`src/rtl/serial_adder_pkg.sv`:
```
// serial_adder shared types: FSM state encoding.
// Also used by the SERIAL_ADDER_OVF_EN build of serial_adder.
package serial_adder_pkg;

  typedef enum logic [1:0] {
    ST_IDLE = 2'd0,
    ST_RUN  = 2'd1,
    ST_DONE = 2'd2
  } state_t;

endpackage

```
`src/rtl/serial_adder_if.sv`:
```
// serial_adder request/result bundle.
// overflow exists only when SERIAL_ADDER_OVF_EN is defined.
interface serial_adder_if #(
  parameter int WIDTH = 8
);
  logic             start;
  logic [WIDTH-1:0] in1;
  logic [WIDTH-1:0] in2;
  logic             carry_in;
  logic             busy;
  logic             done;
  logic [WIDTH-1:0] sum;
  logic             carry_out;
`ifdef SERIAL_ADDER_OVF_EN
  logic             overflow;
`endif

  modport master (
    output start, in1, in2, carry_in,
    input  busy, done, sum, carry_out
`ifdef SERIAL_ADDER_OVF_EN
    , input overflow
`endif
  );

  modport slave (
    input  start, in1, in2, carry_in,
    output busy, done, sum, carry_out
`ifdef SERIAL_ADDER_OVF_EN
    , output overflow
`endif
  );
endinterface

```
`src/rtl/full_from_half.sv`:
```
// Full adder cell composed of two half-adder stages.
// Single bit-slice used by serial_adder.
module full_from_half (
  output logic sum,
  output logic carry_out,
  input  logic in1,
  input  logic in2,
  input  logic carry_in
);
  logic hs;
  logic hc1;
  logic hc2;

  assign hs        = in1 ^ in2;
  assign hc1       = in1 & in2;
  assign sum       = hs ^ carry_in;
  assign hc2       = hs & carry_in;
  assign carry_out = hc1 | hc2;
endmodule

```
`src/rtl/serial_adder.sv`:
```
// Bit-serial WIDTH-bit adder, LSB first, one bit per clock.
// SERIAL_ADDER_OVF_EN adds a registered two's-complement overflow flag.
module serial_adder
  import serial_adder_pkg::*;
#(
  parameter int WIDTH = 8
) (
  input logic        clk,
  input logic        rst_n,
  serial_adder_if.slave bus
);
  localparam int CW = $clog2(WIDTH + 1);

  state_t           state;
  state_t           state_nx;
  logic             load;
  logic             step;
  logic             last;
  logic [WIDTH-1:0] a;
  logic [WIDTH-1:0] b;
  logic [WIDTH-1:0] s;
  logic [WIDTH-1:0] s_nx;
  logic             c;
  logic [CW-1:0]    cnt;
  logic             fs;
  logic             fc;
  logic [WIDTH-1:0] sum_q;
  logic             cout_q;

  full_from_half u_fa (
    .sum       (fs),
    .carry_out (fc),
    .in1       (a[0]),
    .in2       (b[0]),
    .carry_in  (c)
  );

  assign last = (cnt == CW'(WIDTH - 1));
  assign s_nx = (s >> 1) | (WIDTH'(fs) << (WIDTH - 1));

  always_ff @(posedge clk) begin
    if (!rst_n) state <= ST_IDLE;
    else        state <= state_nx;
  end

  // DONE re-arms straight into RUN so back-to-back adds take WIDTH+1 cycles
  always_comb begin
    state_nx = state;
    load     = 1'b0;
    step     = 1'b0;
    unique case (state)
      ST_IDLE: begin
        load = bus.start;
        if (bus.start) state_nx = ST_RUN;
      end
      ST_RUN: begin
        step = 1'b1;
        if (last) state_nx = ST_DONE;
      end
      ST_DONE: begin
        load     = bus.start;
        state_nx = bus.start ? ST_RUN : ST_IDLE;
      end
      default: state_nx = ST_IDLE;
    endcase
  end

  always_ff @(posedge clk) begin
    if (!rst_n) begin
      a      <= '0;
      b      <= '0;
      s      <= '0;
      c      <= 1'b0;
      cnt    <= '0;
      sum_q  <= '0;
      cout_q <= 1'b0;
    end else if (load) begin
      a   <= bus.in1;
      b   <= bus.in2;
      c   <= bus.carry_in;
      cnt <= '0;
    end else if (step) begin
      a   <= a >> 1;
      b   <= b >> 1;
      s   <= s_nx;
      c   <= fc;
      cnt <= cnt + CW'(1);
      if (last) begin
        sum_q  <= s_nx;
        cout_q <= fc;
      end
    end
  end

`ifdef SERIAL_ADDER_OVF_EN
  logic ovf_q;

  // c holds the carry into the MSB while the last bit is evaluated
  always_ff @(posedge clk) begin
    if (!rst_n)             ovf_q <= 1'b0;
    else if (step && last)  ovf_q <= c ^ fc;
  end

  assign bus.overflow = ovf_q;
`endif

  assign bus.busy      = (state != ST_IDLE);
  assign bus.done      = (state == ST_DONE);
  assign bus.sum       = sum_q;
  assign bus.carry_out = cout_q;
endmodule

```
`src/flat_wrapper.sv`:
```
// flat-port wrapper written by rule: the top's interface ports become plain ports
module serial_adder_flat import serial_adder_pkg::*;
#(
  parameter int WIDTH = 8
)
  (clk, rst_n, bus_start, bus_in1, bus_in2, bus_carry_in, bus_busy, bus_done, bus_sum, bus_carry_out);
  serial_adder_if #(.WIDTH(WIDTH)) bus_i ();
  input logic clk;
  input logic rst_n;
  input wire logic [$bits(bus_i.start)-1:0] bus_start;
  input wire logic [$bits(bus_i.in1)-1:0] bus_in1;
  input wire logic [$bits(bus_i.in2)-1:0] bus_in2;
  input wire logic [$bits(bus_i.carry_in)-1:0] bus_carry_in;
  output wire logic [$bits(bus_i.busy)-1:0] bus_busy;
  output wire logic [$bits(bus_i.done)-1:0] bus_done;
  output wire logic [$bits(bus_i.sum)-1:0] bus_sum;
  output wire logic [$bits(bus_i.carry_out)-1:0] bus_carry_out;
  assign bus_i.start = bus_start;
  assign bus_i.in1 = bus_in1;
  assign bus_i.in2 = bus_in2;
  assign bus_i.carry_in = bus_carry_in;
  assign bus_busy = bus_i.busy;
  assign bus_done = bus_i.done;
  assign bus_sum = bus_i.sum;
  assign bus_carry_out = bus_i.carry_out;
  serial_adder #(.WIDTH(WIDTH)) u_core (.clk(clk), .rst_n(rst_n), .bus(bus_i));
endmodule
```
`config.mk`:
```
export PLATFORM = sky130hd
export DESIGN_NAME = serial_adder_flat
export DESIGN_NICKNAME = d
export VERILOG_FILES = /design/src/rtl/serial_adder_pkg.sv /design/src/rtl/serial_adder_if.sv /design/src/rtl/full_from_half.sv /design/src/rtl/serial_adder.sv /design/src/flat_wrapper.sv
export SDC_FILE = /design/constraint.sdc
export NUM_CORES = 1
export LEC_CHECK = 0
export CAP_MARGIN = 20
export CELL_PAD_IN_SITES_DETAIL_PLACEMENT = 0
export CELL_PAD_IN_SITES_GLOBAL_PLACEMENT = 2
export CORE_MARGIN = 8
export CORE_UTILIZATION = 27
export DETAILED_ROUTE_END_ITERATION = 10
export PLACE_DENSITY_LB_ADDON = 0.3
export SYNTH_ARGS = -nofsm -noshare
export SYNTH_HDL_FRONTEND = slang
export SYNTH_SLANG_ARGS = --single-unit
```
`constraint.sdc`:
```
create_clock -name clk -period 1.07 [get_ports clk]
set_input_delay 0.2675 -clock clk [delete_from_list [all_inputs] [get_ports clk]]
set_output_delay 0.2675 -clock clk [all_outputs]
set_load 0.02 [all_outputs]
```
==> metrics.txt <==
final clock skew=roughly 0.0055 ns; Lkg Pwr=between 0.9 and 1 nW; cells after synthesis=192; Fmax achieved=804 MHz; DR vias/cell=4.64; final hold violations=0; xor-xnor portion of the synthesized cell area=1.09%; via count=1,484; gpl congestion=roughly 0.69; Critical Path RT=0.80 ns; PD cells=1410 nW/µm²; fin crit period=approximately 1.2 ns; router iterations before antenna repair=4; area occupied by multi-input gates=933 µm²; CTS max path bufs=2; Synth Area in Adders=approximately 2%; CTS tree=built; cell area after layout=2580 µm²; H-tree depth=2; most frequent cell after synthesis=nand2_1; largest net degree at the start of global routing=32; synth cell count leaders=66 x nand2_1, 39 x dfxtp_1, 14 x o21ai_0; Warnings, synthesis=0; CTS buffer count=5; vias in the first global route=1,542; Die Height=93.3 µm; status=complete, but fails checks; Worst setup SP type=flip-flop; cell row count=28; PortBufs=30; Synth Cell Area=1610 µm²; Synth area leader=dfxtp_1; share of Yosys cell area claimed by the top area cell type=about half; fin crit share=116%; Worst Path Arrival=0.98 ns; global-route wire length before repair=~7500 µm; number of diodes=0; FF-to-FF setup slack=-0.13 ns; register area share after synthesis=48.4%; clk_lat worst skew=0.29 ns; Area after DPL=2130 µm²; mean post-synth cell area=between 8 and 9 µm²; DIE WIDTH=93.3 µm; post-synthesis compound-gate area fraction=16.1%; worst-margin pin slew=0.211 ns; Layout area overhead=60.1%; synthesis-stage register bit count=39; post-synthesis mux area share=5.59%; post-route ant nets=0; largest family of logic cells by synthesized area=simple AND/OR/NAND/NOR gates; GRT Total Usage=10.8%; Post-synth EDFFs=0; DRC=0; RSZ-0062 raised after global routing=yes; Max IR drop VDD=between 0.0006 and 0.0007 V; wire per inst=13.4 µm; DIE AREA=8700 µm²; I/O pin count=31; Crit. End Element=output pin; Max-Cap Viols=0; Starting Density=27.5%; Yosys cell types=27; starting DRC count in detailed routing=43; clock-pin slew on the worst setup and hold paths=about 0.07 ns; largest cells by area after synthesis=dfxtp_1 48%, nand2_1 15%, mux2i_1 5.6%; clock root buffer master=clkbuf_8; fillers=approximately 570; final WL=4280 µm; failing checks=setup timing; initial antenna violation count=0; Synth async-reset ratio=0%; Post-DP HPWL=2550 µm; syn_nets=approximately 210; dominant synthesized flop cell=dfxtp_1; max_slew headroom=85.9%; Post-Place Setup Slack=-0.316 ns; Worst Path Max Fanout=3; Final setup viols=41; final core occ=44.1%; Final Hold Slack=0.458 ns; grt ovf=0; sequential cell area=between 700 and 800 µm²; layout cell share with drive strength beyond 1=39.6%; class of the worst hold path=reg2reg; simple-gate portion of the synthesized area=22.0%; core area=roughly 5900 µm²; nets=266; critical path class=reg2out; fin worst setup slack=-0.173 ns; fin. max-slew vios=0; Final TNS setup=-3.21 ns; CTS sink cnt=39
## worst paths after layout
check | start | to | cells after the start
max | u_core.state[1] | bus_busy | 2
min | u_core.bus.sum[7] | u_core.bus.sum[7] | 2
max reg2reg | u_core.state[0] | u_core.a[2] | 7
min reg2reg | u_core.bus.sum[7] | u_core.bus.sum[7] | 2
## layout make-up
class | count | share of cell area (%)
well taps | 75 | 3.64
repair buffers | 59 | 24.3
flip-flops and latches | 39 | 30.7
clock buffers | 6 | 2.81
multi-input cells | 139 | 36.2
clock inverters | 2 | 2.33
## critical path: stages (launching register included)
cell,delay (ns)
dfxtp_2,0.33
or2_4,0.24
buf_6,0.13
## power breakdown
part / switching, W / leakage (nW) / internal (W)
Clock: 0.000527 / 0.0654 / 0.000933
Combinational: 0.000269 / 0.577 / 0.000327
Sequential: 0.0000538 / 0.323 / 0.00152
Total: 0.000849 / 0.965 / 0.00278
## sequential cells by signal, summed over array words and instances, names as in the netlist
name                  cells
u_core.bus.carry_out      1
u_core.b                  8
u_core.bus.sum            8
u_core.cnt                4
u_core.state              2
u_core.a                  8
u_core.s                  7
u_core.c                  1
## cells by family after synthesis
kind of cell    count (synthesis)
compound gates                 43
mux                             9
flops                          39
simple gates                   83
xor+xnor                        2
buf+inv                        14
fa+ha+maj                       2
## per-layer routing
metal	vias up	part of all wire, %	track usage (%)
met1	699	45	11.6
met3	6	5.4	4.01
li1	749	-	-
met4	0	1.8	4.16
met2	30	48	18.9
met5	-	0	0
## cell usage in the layout, fill, tap and decap left out, types with 5 or more instances in the layout
| master | synthesis | final |
|---|---|---|
| nand2_1 | 66 | 43 |
| dfxtp_1 | 39 | 29 |
| buf_4 | 3 | 22 |
| clkdlybuf4s50_1 | 0 | 19 |
| nand2_2 | 0 | 17 |
| a31oi_1 | 13 | 13 |
| dfxtp_2 | 0 | 10 |
| mux2i_1 | 9 | 9 |
| buf_6 | 1 | 9 |
| o21ai_1 | 0 | 8 |
| a21boi_1 | 0 | 8 |
| buf_12 | 0 | 7 |
| nand2_4 | 0 | 6 |
| o21ai_0 | 14 | 5 |
| clkbuf_8 | 0 | 5 |
## per-stage QoR
stage / instances / power (W)
2_1_floorplan: 192 / 0.00181
3_5_place_dp: 300 / 0.00199
4_1_cts: 322 / 0.00370
6_report: 320 / 0.00363
3_3_place_gp: 300 / 0.00199
5_1_grt: 320 / 0.00379
## timing repair
action                                  in CTS  in global routing
hold buffers                                 0                  0
resized for setup                           96                 45
pin swaps                                   19                 31
buffers inserted                            10                  5
cloned                                       5                  0
endpoints found under the setup margin      50                 50
No activity file was read; power rests on OpenSTA's default activity.
==> patch 1, RTL diff (same flow settings) <==
`WIDTH` is set to 8 in 3 places; all go to 4.
--- a/src/rtl/serial_adder_if.sv
+++ b/src/rtl/serial_adder_if.sv
@@ -1,7 +1,7 @@
 // serial_adder request/result bundle.
 // overflow exists only when SERIAL_ADDER_OVF_EN is defined.
 interface serial_adder_if #(
-  parameter int WIDTH = 8
+  parameter int WIDTH = 4
 );
   logic             start;
   logic [WIDTH-1:0] in1;
--- a/src/rtl/serial_adder.sv
+++ b/src/rtl/serial_adder.sv
@@ -3,7 +3,7 @@
 module serial_adder
   import serial_adder_pkg::*;
 #(
-  parameter int WIDTH = 8
+  parameter int WIDTH = 4
 ) (
   input logic        clk,
   input logic        rst_n,
--- a/src/flat_wrapper.sv
+++ b/src/flat_wrapper.sv
@@ -1,7 +1,7 @@
 // flat-port wrapper written by rule: the top's interface ports become plain ports
 module serial_adder_flat import serial_adder_pkg::*;
 #(
-  parameter int WIDTH = 8
+  parameter int WIDTH = 4
 )
   (clk, rst_n, bus_start, bus_in1, bus_in2, bus_carry_in, bus_busy, bus_done, bus_sum, bus_carry_out);
   serial_adder_if #(.WIDTH(WIDTH)) bus_i ();
Interface: changed (resized bus_in1, bus_in2 and bus_sum); port bits go from 31 to 19. The function was not compared with the original's and may differ.
==> patch 1 against the original RTL <==
- the run still ends with negative setup slack left
- area after synthesis decreased by 42%
- wire length decreased by 44%
- critical path depth unchanged
- cell area decreased by 42%
- worst hold slack got worse by 5.7 ps
- critical endpoint unchanged
- worst setup slack got worse by 58 ps
- sequential share of layout area decreased by 0.66 points
- total power decreased by 48%
- global-route usage decreased by 2.1 points
- sequential cell count decreased by 17
==> patch 1: results (changes against the original RTL) <==
- Gr usage total: 0.08721 (-0.02126)
- DRT met1 WL: 1149 um (-40%)
- Logic gate share of total power: 0.182 (+0.018)
- GR Util met3: 0.02530 (-0.01476)
- Pin slew with the least headroom to its limit: 225.6 ps (+14.65 ps)
- Hold WS: 452.4 ps (-5.656 ps)
- Met2 GRT Util: 0.1307 (-0.05850)
- Status: finished, violations left
- Initial drt markers: 25 (-42%)
- Final setup vio count: 24 (-41%)
- Final worst clock skew: 5.733 ps (+0.2054 ps)
- RePlAce Congestion: 0.6837 (-0.78%)
- Commonest cells post-synth: 22 x dfxtp_1, 17 x nand3_1, 14 x nand2_1, 8 x o21ai_0
- Placed Cells incl. Taps: 172 (-43%)
- FF-to-FF path depth: 5 (-2)
- Most numerous cell in the Yosys netlist: dfxtp_1
- Critical Path AT: 1030 ps (+50 ps)
- Post-Syn Nets: 117 (-45%)
- Met1 Use GR: 0.1146 (-0.001440)
- Share of cells above drive strength 1: 0.4701 (+0.07423)
- PnR worst setup slack: -231.2 ps (-57.85 ps)
- Sw frac: 0.2499 (+0.01575)
- Mapped Cells: 102 (-47%)
- Clock root cell: clkbuf_4
- Vias: 823 (-45%)
- Leakage: 0.5452 nW (-44%)
- Hold Startpoint: u_core.s[1]
- Peak supply drop: 0.4342 mV (-32%)
- Finished Layout Cells: 180 (-44%)
- Post-CTS Setup Repair Bufs: 0 (-10)
- Reg-to-Reg Start: u_core.state[1]
- DP HPWL: 1515 um (-41%)
- Worst hold-check path type: reg -> reg
- Worst hold endpoint: u_core.bus.sum[0]
- Largest net degree at the start of global routing: 22 (-31%)
- Setup TNS Final: -2018 ps (+1196 ps)
- Clock Latency Late Sink: 320 ps (+30 ps)
- Dpl cell area: 1260 sq um (-41%)
- Reg clk slew, reported paths: 140 ps (+70 ps)
- Final nets: 150 (-44%)
- PortBufs: 18 (-40%)
- WHS Path Cells: 2 (unchanged)
- Count of cell types in the netlist: 28 (+3.7%)
- First-pass GRT wire length: 3760 um (-50%)
- DR WL met2: 1117 um (-45%)
- Clock Path Buffers: 2 (unchanged)
- FF-to-FF End: u_core.a[0]
- Number of global-route vias before repair: 791 (-49%)
- Failing checks: negative setup slack
- Cts repair resizes: 62 (-35%)
- Critical Path Max Stage Delay: 350 ps (+20 ps)
- Register area share after synthesis: 0.4744 (-0.01008)
- CTS H-tree lvls: 1 (-1)
- Clock group: 667 uW (-54%)
-- patch 1: cell count changes after synthesis, sizes merged, moves of 6 or more --
cell    change
nand2      -52
dfxtp      -17
nand3      +14
a31oi      -13
mux2i       -9
clkbuf      -6
o21ai       -6
-- patch 1: layout make-up --
class                           count  area [sq um]
Clock buffer                        3         22.52
Clock inverter                      1         30.03
Fill cell                         349          1805
Inverter                            1         3.754
Multi-Input combinational cell     73         590.6
Sequential cell                    22         452.9
Tap cell                           46         57.56
Timing Repair Buffer               34         347.8
-- patch 1: kinds of logic after synthesis --
family | count (synthesis) | share of synthesized area
compound gates | 26 | 0.1927
xor+xnor | 1 | 0.009436
fa+ha+maj | 3 | 0.04851
buf+inv | 8 | 0.05120
flops | 22 | 0.4744
simple gates | 42 | 0.2237
-- patch 1: worst max-delay path: cells and delay by family (launching register included) --
family        cells  cell delay, ps
flops             1             350
simple gates      1             240
buf+inv           1             130
==> patch 2, RTL diff (config.mk and constraints unchanged) <==
Made on the original files. The 3 states of `state_t` get a one-hot encoding in 3 bits.
--- a/src/rtl/serial_adder_pkg.sv
+++ b/src/rtl/serial_adder_pkg.sv
@@ -2,10 +2,10 @@
 // Also used by the SERIAL_ADDER_OVF_EN build of serial_adder.
 package serial_adder_pkg;
 
-  typedef enum logic [1:0] {
-    ST_IDLE = 2'd0,
-    ST_RUN  = 2'd1,
-    ST_DONE = 2'd2
+  typedef enum logic [2:0] {
+    ST_IDLE = 3'b001,
+    ST_RUN  = 3'b010,
+    ST_DONE = 3'b100
   } state_t;
 
 endpackage
Check against the original RTL: same outputs for any inputs over 10 cycles, from zero or initial values and one cycle with rst_n low; not proved beyond that.
==> patch 2 against the original RTL <==
- the flow still finishes with violations (negative setup slack)
- area after synthesis is 15% higher
- critical path type is now reg -> reg
- die area rose by 12%
- wire length increased by 34%
- worst setup slack got worse by 220 ps
- highest routed layer unchanged
- sequential share of layout area decreased by 3.1 points
- maximum frequency down 15%
- sequential cell count increased by 1
- via count up 21%
- cell area rose by 15%
- largest power group unchanged
- sequential power about the same
- first-iteration DRC count is 4.7% lower
- global-route usage is 0.22 points lower
- total power shrank 6.0%
==> patch 2: results (changes against the original RTL) <==
- Status: finished, violations left
- Failing checks: negative setup slack
- Vias: 1,798 (+21%)
- Mean area per synthesized cell: 9.003 sq um (+7.3%)
- PnR worst setup slack: -394.9 ps (-221.6 ps)
- Share of cells above drive strength 1: 0.3963 (about the same)
- Largest net degree at the start of global routing: 36 (+13%)
- Met3 WL: 163 um (-29%)
- Final nets: 291 (+9.4%)
- Wirelength, routed: 5740 um (+34%)
- Placed Cells incl. Taps: 327 (+9.0%)
- FF-to-FF End: u_core.bus.sum[7]
- Final worst clock skew: 7.978 ps (+2.451 ps)
- Post-Syn Nets: 227 (+6.1%)
- Slew HR: 0.7734 (-0.08593)
- Internal: 2.557 mW (-7.9%)
- GR Util met3: 0.02326 (-0.01681)
- Dpl cell area: 2461 sq um (+15%)
- Complex-gate fraction of the synthesized area: 0.3112 (+0.1505)
- RePlAce Congestion: 0.7089 (+2.9%)
- Worst hold-check path type: reg -> reg
- Post-synthesis adder-cell area fraction: 0.01763 (-0.002559)
- Met2 GRT Util: 0.1675 (-0.02174)
- Register area share after synthesis: 0.4339 (-0.05057)
- Worst hold endpoint: u_core.s[1]
- Number of global-route vias before repair: 1,744 (+13%)
- Setup TNS Final: -12,590 ps (-9379 ps)
- CP max FO: 7 (+4)
- Logic gate share of total power: 0.169 (+0.005)
- Post-synthesis mux area share: 0 (-0.05590)
- Commonest cells post-synth: 40 x dfxtp_1, 23 x nand2_1, 20 x a21boi_0, 15 x o211ai_1
- Hold Startpoint: u_core.s[1]
- Post-Synth XOR/XNOR Area: 0.01831 (+0.007436)
- Fillers: 652 (+15%)
- DR WL met2: 2761 um (+35%)
- Leakage: 1.098 nW (+14%)
- Hold WS: 466.5 ps (+8.524 ps)
- Critical Path AT: 1670 ps (+690 ps)
- Count of cell types in the netlist: 33 (+22%)
- Gr usage total: 0.1062 (-0.002224)
- DRT met1 WL: 2695 um (+40%)
- Peak supply drop: 0.4060 mV (-36%)
- Pre-CTS WS: -492.7 ps (-177.2 ps)
- Final setup vio count: 42 (+2.4%)
- Met1 Use GR: 0.1353 (+0.01921)
patch 2: cell count changes in the layout (fill, tap and decap cells not counted), moves of 4 or more:
cell	unedited run	this run
o211ai_1	0	15
nor2b_1	1	11
nand3_1	1	11
a21boi_1	8	26
a31oi_1	13	2
mux2i_1	9	0
nand2_2	17	6
o21ai_0	5	1
buf_4	22	32
nand2_1	43	13
a32oi_1	0	11
patch 2: cell type report:
type / count / area [sq um] / share of cell area
clock inverters: 3 / 42.54 / 0.01439
inverters: 1 / 3.754 / 0.001270
multi-input cells: 145 / 1116 / 0.3776
clock buffers: 5 / 68.82 / 0.02329
well taps: 80 / 100.1 / 0.03387
repair buffers: 76 / 805.8 / 0.2727
flip-flops and latches: 40 / 818.3 / 0.2769
patch 2: critical path: stages, from the launching register on:
cell,delay (ps)
dfxtp_2,340
buf_6,120
buf_6,110
nor3b_4,220
buf_12,180
clkbuf_16,160
nand3_1,70
a21boi_0,180
